### src/rtl/elevator_pkg.sv
// Shared types and constants for the elevator call dispatcher.
// The floor count is fixed here so that every file sees the same floor_t width.
package elevator_pkg;

  localparam int NUM_FLOORS = 4;
  localparam int FLOOR_W    = (NUM_FLOORS > 1) ? $clog2(NUM_FLOORS) : 1;

  typedef logic [FLOOR_W-1:0]    floor_t;
  typedef logic [FLOOR_W:0]      floor_ext_t;
  typedef logic [NUM_FLOORS-1:0] floor_mask_t;

  typedef enum logic [2:0] {
    IDLE   = 3'd0,
    SELECT = 3'd1,
    TRAVEL = 3'd2,
    DWELL  = 3'd3,
    FAULT  = 3'd4
  } disp_state_t;

  typedef enum logic {
    DIR_UP   = 1'b0,
    DIR_DOWN = 1'b1
  } dir_t;

endpackage

### src/rtl/elevator_next_floor_sel.sv
// SCAN-order target picker: keep sweeping in the current direction while calls remain
// ahead, otherwise reverse. A call only at the current floor selects that floor.
module elevator_next_floor_sel
  import elevator_pkg::*;
(
  input  floor_mask_t i_pending,
  input  floor_t      i_current,
  input  dir_t        i_dir,
  output floor_t      o_target,
  output dir_t        o_dir
);

  floor_ext_t cur_ext;
  logic       above_found;
  logic       below_found;
  floor_t     above_floor;
  floor_t     below_floor;

  assign cur_ext = {1'b0, i_current};

  // Scanning from the far end keeps the last hit, which is the nearest floor.
  always_comb begin
    above_found = 1'b0;
    above_floor = '0;
    for (int f = NUM_FLOORS - 1; f >= 0; f--) begin
      if (i_pending[f] && (floor_ext_t'(f) > cur_ext)) begin
        above_found = 1'b1;
        above_floor = floor_t'(f);
      end
    end
    below_found = 1'b0;
    below_floor = '0;
    for (int f = 0; f < NUM_FLOORS; f++) begin
      if (i_pending[f] && (floor_ext_t'(f) < cur_ext)) begin
        below_found = 1'b1;
        below_floor = floor_t'(f);
      end
    end
  end

  always_comb begin
    o_target = i_current;
    o_dir    = i_dir;
    if (i_dir == DIR_UP) begin
      if (above_found) begin
        o_target = above_floor;
      end else if (below_found) begin
        o_target = below_floor;
        o_dir    = DIR_DOWN;
      end
    end else begin
      if (below_found) begin
        o_target = below_floor;
      end else if (above_found) begin
        o_target = above_floor;
        o_dir    = DIR_UP;
      end
    end
  end

endmodule

### src/rtl/elevator_call_dispatcher.sv
// Latches call buttons, picks the next floor in SCAN order, drives it to the elevator core,
// detects arrival, holds a door dwell, and faults if travel takes too long.
module elevator_call_dispatcher
  import elevator_pkg::*;
#(
  parameter int DWELL_CYCLES   = 8,
  parameter int TIMEOUT_CYCLES = 40
) (
  input  logic                  i_clock,
  input  logic                  i_reset,
  input  logic [NUM_FLOORS-1:0] i_call,
  input  logic [FLOOR_W-1:0]    i_current_floor,
  output logic [FLOOR_W-1:0]    o_target_floor,
  output logic [NUM_FLOORS-1:0] o_call_pending,
  output logic                  o_arrived,
  output logic                  o_busy,
  output logic                  o_fault
);

  localparam int TRAVEL_W = $clog2(TIMEOUT_CYCLES + 1);
  localparam int DWELL_W  = $clog2(DWELL_CYCLES + 1);

  disp_state_t         state_q, state_d;
  dir_t                dir_q, dir_d;
  floor_mask_t         pending_q, pending_d;
  floor_t              target_q, target_d;
  logic                arrived_q, arrived_d;
  logic                fault_q, fault_d;
  logic [TRAVEL_W-1:0] travel_tmr_q, travel_tmr_d;
  logic [DWELL_W-1:0]  dwell_tmr_q, dwell_tmr_d;

  floor_mask_t tgt_onehot;
  floor_mask_t call_mask;
  floor_mask_t clr_mask;
  floor_t      sel_target;
  dir_t        sel_dir;
  logic        at_target;

  elevator_next_floor_sel u_sel (
    .i_pending (pending_q),
    .i_current (i_current_floor),
    .i_dir     (dir_q),
    .o_target  (sel_target),
    .o_dir     (sel_dir)
  );

  assign tgt_onehot = floor_mask_t'(1) << target_q;
  assign at_target  = ({1'b0, i_current_floor} == {1'b0, target_q});

  always_comb begin
    state_d      = state_q;
    dir_d        = dir_q;
    target_d     = target_q;
    fault_d      = fault_q;
    travel_tmr_d = travel_tmr_q;
    dwell_tmr_d  = dwell_tmr_q;
    arrived_d    = 1'b0;
    clr_mask     = '0;
    // The door is open at the target during dwell, so that floor's button is already served.
    call_mask    = (state_q == DWELL) ? (i_call & ~tgt_onehot) : i_call;

    case (state_q)
      IDLE: begin
        if (|pending_q) state_d = SELECT;
      end
      SELECT: begin
        target_d     = sel_target;
        dir_d        = sel_dir;
        travel_tmr_d = '0;
        state_d      = TRAVEL;
      end
      TRAVEL: begin
        if (at_target) begin
          arrived_d   = 1'b1;
          clr_mask    = tgt_onehot;
          dwell_tmr_d = '0;
          state_d     = DWELL;
        end else if (travel_tmr_q == TRAVEL_W'(TIMEOUT_CYCLES - 1)) begin
          fault_d = 1'b1;
          state_d = FAULT;
        end else begin
          travel_tmr_d = travel_tmr_q + TRAVEL_W'(1);
        end
      end
      DWELL: begin
        if (dwell_tmr_q == DWELL_W'(DWELL_CYCLES - 1)) begin
          if (|pending_q) state_d = SELECT;
          else            state_d = IDLE;
        end else begin
          dwell_tmr_d = dwell_tmr_q + DWELL_W'(1);
        end
      end
      FAULT: begin
        state_d = FAULT;
      end
      default: begin
        state_d = IDLE;
      end
    endcase

    pending_d = (pending_q | call_mask) & ~clr_mask;
  end

  always_ff @(posedge i_clock) begin
    if (i_reset) begin
      state_q      <= IDLE;
      dir_q        <= DIR_UP;
      pending_q    <= '0;
      target_q     <= '0;
      arrived_q    <= 1'b0;
      fault_q      <= 1'b0;
      travel_tmr_q <= '0;
      dwell_tmr_q  <= '0;
    end else begin
      state_q      <= state_d;
      dir_q        <= dir_d;
      pending_q    <= pending_d;
      target_q     <= target_d;
      arrived_q    <= arrived_d;
      fault_q      <= fault_d;
      travel_tmr_q <= travel_tmr_d;
      dwell_tmr_q  <= dwell_tmr_d;
    end
  end

  assign o_target_floor = target_q;
  assign o_call_pending = pending_q;
  assign o_arrived      = arrived_q;
  assign o_fault        = fault_q;
  assign o_busy         = (state_q != IDLE);

endmodule
### config.mk
export PLATFORM = sky130hd
export DESIGN_NAME = elevator_call_dispatcher
export DESIGN_NICKNAME = d
export VERILOG_FILES = /design/src/rtl/elevator_pkg.sv /design/src/rtl/elevator_next_floor_sel.sv /design/src/rtl/elevator_call_dispatcher.sv
export SDC_FILE = /design/constraint.sdc
export NUM_CORES = 1
export LEC_CHECK = 0
export BUFFER_PORTS_ARGS = -buffer_cell sky130_fd_sc_hd__buf_2
export CORE_UTILIZATION = 50
export DETAILED_ROUTE_END_ITERATION = 10
export PLACE_DENSITY = 0.74
export SKIP_CTS_REPAIR_TIMING = 1
export SLEW_MARGIN = 15
export SYNTH_ARGS = -nofsm -noshare
export SYNTH_HDL_FRONTEND = slang
export SYNTH_SLANG_ARGS = --single-unit
### constraint.sdc
create_clock -name i_clock -period 1.7 [get_ports i_clock]
set_input_delay 0.085 -clock i_clock [delete_from_list [all_inputs] [get_ports i_clock]]
set_output_delay 0.085 -clock i_clock [all_outputs]
set_load 0.02 [all_outputs]
# Word level (Yosys, flattened, before mapping)
# Cells that the tools add are included.
# word_totals
regBits,22
out_inout_bits,9
in_bits,8
word_cells,99
# op_classes
shift,1
n_bitwise,7
reduce_logical,18
n_mux,41
addsub,2
eq_ne,14
magnitude_cmp,8
# ops
op,n
$mux 2,11
$mux 4,5
$mux 1,16
$pmux 3 s5,1
$mux 3,4
$mux 6,2
$pmux 6 s2,1
$reduce_and 3->1,4
$ne 2x2->1 const B,5
$and 4x4->4,2
$logic_and 1x1->1,8
$not 4->4,2
$pmux 4 s2,1
$add 6x1->6 const B,1
$eq 3x2->1 const B,2
$eq 6x6->1 const B,1
$add 4x1->4 const B,1
$eq 4x3->1 const B,1
$gt 1x2->1 const A,2
$gt 2x2->1 const A,2
$lt 1x2->1 const A,2
$lt 2x2->1 const A,2
$or 4x4->4,1
$reduce_bool 2->1,2
other kinds (11),12

# Depth between registers and ports, before layout
# logic_depth
word_depth,9
ltp_mapped,7
ltp_nobuf,6

# Modules after synthesis
# From an unflattened synthesis, not the netlist that was laid out.
# hier_totals
hier_cells,153
area_unflattened_um2,1246.2
# modules_own_cells
module,seq_area_each_um2,cells_each,instances,area_per_inst_um2
elevator_call_dispatcher,440.4,124,1,1079.8
elevator_next_floor_sel,0.0,29,1,166.4

# Least setup slack after synthesis
# OpenSTA, ideal clock, no wires.
# synth_timing
path_type,reg2reg
from,register state_q[1]
to,register travel_tmr_q[1]
setup_slack_ns,0.018
n_path_buf,1
path_stages_with_launch,7
arrival_ns,1.614
path_cell_list,dfxtp_1 > buf_6 > or3b_4 > a21oi_4 > a21oi_2 > or3b_1 > a21oi_2
# synth_via
elab_chain_cells,3
word_cells_on_any_way,7
# synth_lines
element,line_no,text
"start, declared",elevator_call_dispatcher.sv:23,"disp_state_t state_q, state_d;"
"start signal, assigned",elevator_call_dispatcher.sv:115,state_q <= state_d;
$eq 3x2->1 / $eq 3x1->1 (equally long branches),elevator_call_dispatcher.sv:62,case (state_q)
$ne 2x2->1 (no line) / $reduce_bool 2->1 (equally long branches),n/a,
$reduce_and 3->1 (no line),n/a,
"end signal, assigned",elevator_call_dispatcher.sv:121,travel_tmr_q <= travel_tmr_d;
"end, declared",elevator_call_dispatcher.sv:29,"logic [TRAVEL_W-1:0] travel_tmr_q, travel_tmr_d;"
# Parallel ways exist; a longest one is shown, timed or not.
# A chain may end at the register's enable or synchronous reset.

# Worst setup path after layout
# layout_timing
from,register state_q[2]
to,register travel_tmr_q[1]
# Same word-level chain as after synthesis.

==> out/results.ini <==
[run_status]
status=finished clean

[clock_tree]
clkLatencyLatePin_ps=300
cts_root_buf=clkbuf_4
cts_inserted_buffers=3
cts_tree=yes
cts_buffer_depth=2
path_clk_slew_ps=120
cts-htree-levels=1
clock_sinks=22

[yosys]
yosysTopAreaCellShare=0.374
seq_area_frac_synth=0.374
syn_nets=153
ys_ff_latch=22
post-synth-top-count-cell=dfxtp_1
synth_top_cell_by_area=dfxtp_1
ys_types=41
synthTopCellsByArea=dfxtp_1 (37%), a21oi_1 (6.4%), nor2_1 (4.5%), xor2_1 (4.5%), nand2_1 (3.8%)
avgSynthCellArea_sq_um=8.22
syn_area_sq_um=1180
postSynthCellCount=143
synthFlopType=dfxtp_1
synth-edff-count=0
ys_top_cells_by_count=dfxtp_1 (22), a21oi_1 (15), nor2_1 (14)
synthArstFlopShare=0
yosys_warnings=0

[layout]
nNetsFinal=178
utilization=0.631
drive_above_1_share=0.240
multiInputGateArea_sq_um=686
final_area_sq_um=1400
num_antenna_cells=0
nFillCells=198
ff_latch_area_sq_um=440
area_delta_synth_final_pct=18.6
layout.cells.non_filler=195

[routing]
ant_nets=0
drt-total-wl_mm=2.39
drt_pass1_iterations=4
routed_via_density=5.71
vias=1113
wire_per_inst_um=12.3
drcViolationCount=0
drtIter0Drc=25

[die]
initial_utilization=0.532
fp.dieArea_sq_um=2550
dieHeight_um=50.5
die_width_um=50.5
core_area_sq_um=2210
ios=17
rows=17

[critical_path]
critical-path-top-delay-family=simple AND/OR/NAND/NOR gates
crit_top_cell=a21oi_2
worstPathArrival_ps=1870
worst_setup_path_start_kind=register
cp_slowest_cell=or3b_4
end_kind=register
cp_max_fo=5
r2r-start=state_q[2]
cp_num_buf_inv=0
crit_chain=or3b_4 -> a21oi_4 -> a21oi_2 -> or3b_1 -> a21oi_2
worst-setup-path-type=register to register
required_ps=1950
critical_path.startpoint=state_q[2]
worst_path_largest_cell_delay_ps=420

[grt]
antenna_found_initial=0
grt_pass1_wl_mm=4.13
grt_max_degree=20
grt_usage=0.209
grt_pass1_vias=958
gr-total-overflow=0

[power]
p_leak_nw=0.564
finalPower_mw=1.93
pwr_density_cell_nw_per_um2=1380
ir_drop_v=0.000890

[timing]
max-slew-margin-rel=0.723
timing.final.ws_setup_ps=75.9
finalCriticalPeriod_ps=1620
fin_hold_ws_ps=94.2
final_hold_viol_count=0
tightest_slew_ps=413
slew_violations=0
finalSetupTns_ps=0
skew_ps=12.1
fmax_mhz=616
finalCritPeriodShare=0.955
setup_viol_count_final=0

[placement]
place_ws_ps=99.1
place_area_sq_um=1330
dp_cells=189
gp_congestion=0.807
hpwlAfterDp_mm=1.77
port_buffers=16

[job]
max_cap_violations=0

[min_path]
min_from=i_call[1]
hold_class=input pin to register

==> routing by layer <==
| metal | GRT usage | routed length, um |
|---|---|---|
| met1 | 0.281 | 1160 |
| met2 | 0.349 | 1140 |
| met3 | 0.0364 | 74 |
| met5 | 0 | 0 |
| met4 | 0.0417 | 18 |
==> tightest hold or removal path: stages <==
cell,delay [ps]
buf_2,100
a21oi_1,110
a211oi_1,50
==> where the power goes <==
| part | internal, mW | switching, mW | total (mW) |
|---|---|---|---|
| clock | 0.238 | 0.148 | 0.386 |
| combinational | 0.379 | 0.498 | 0.877 |
| sequential | 0.602 | 0.0630 | 0.665 |
| total | 1.22 | 0.708 | 1.93 |
==> sequential cells by signal (all words and copies together) (netlist names) <==
name / flops
dir_q: 1
dwell_tmr_q: 4
o_arrived: 1
o_call_pending: 4
o_fault: 1
o_target_floor: 2
state_q: 3
travel_tmr_q: 6
==> layout by cell type, fill, tap and decap left out, types with 3 or more instances in the layout <==
master	instances
o21ai_0	4
nor3_1	5
inv_1	5
nand4_1	4
a21oi_1	15
buf_4	11
nor2_1	14
nor2b_1	3
a211oi_1	3
buf_2	16
nand3_1	6
clkbuf_4	3
dfxtp_1	22
xor2_1	6
xnor2_1	3
nand2_1	11
==> worst paths after layout <==
kind,end,depth (start not counted),slack (ps)
max reg2reg,travel_tmr_q[1],5,80
min,o_call_pending[1],3,90
min reg2reg,o_fault,2,480
max,travel_tmr_q[1],5,80
==> area by class of cell <==
| type | instances | area share |
|---|---|---|
| clock buffers | 3 | 0.0161 |
| clock inverters | 1 | 0.0215 |
| inverters | 5 | 0.0135 |
| multi-input cells | 109 | 0.491 |
| flip-flops and latches | 22 | 0.316 |
| well taps | 28 | 0.0251 |
| repair buffers | 27 | 0.117 |
==> cell families (layout without fill, tap and decap cells) <==
family	Yosys count	after routing	share of synthesized area
mux	2	2	0.0170
xor+xnor	9	9	0.0670
simple gates	56	56	0.247
compound gates	40	40	0.229
flops	22	22	0.374
buf+inv	12	36	0.0447
fa+ha+maj	2	2	0.0213
(Power assumes the default switching activity.)
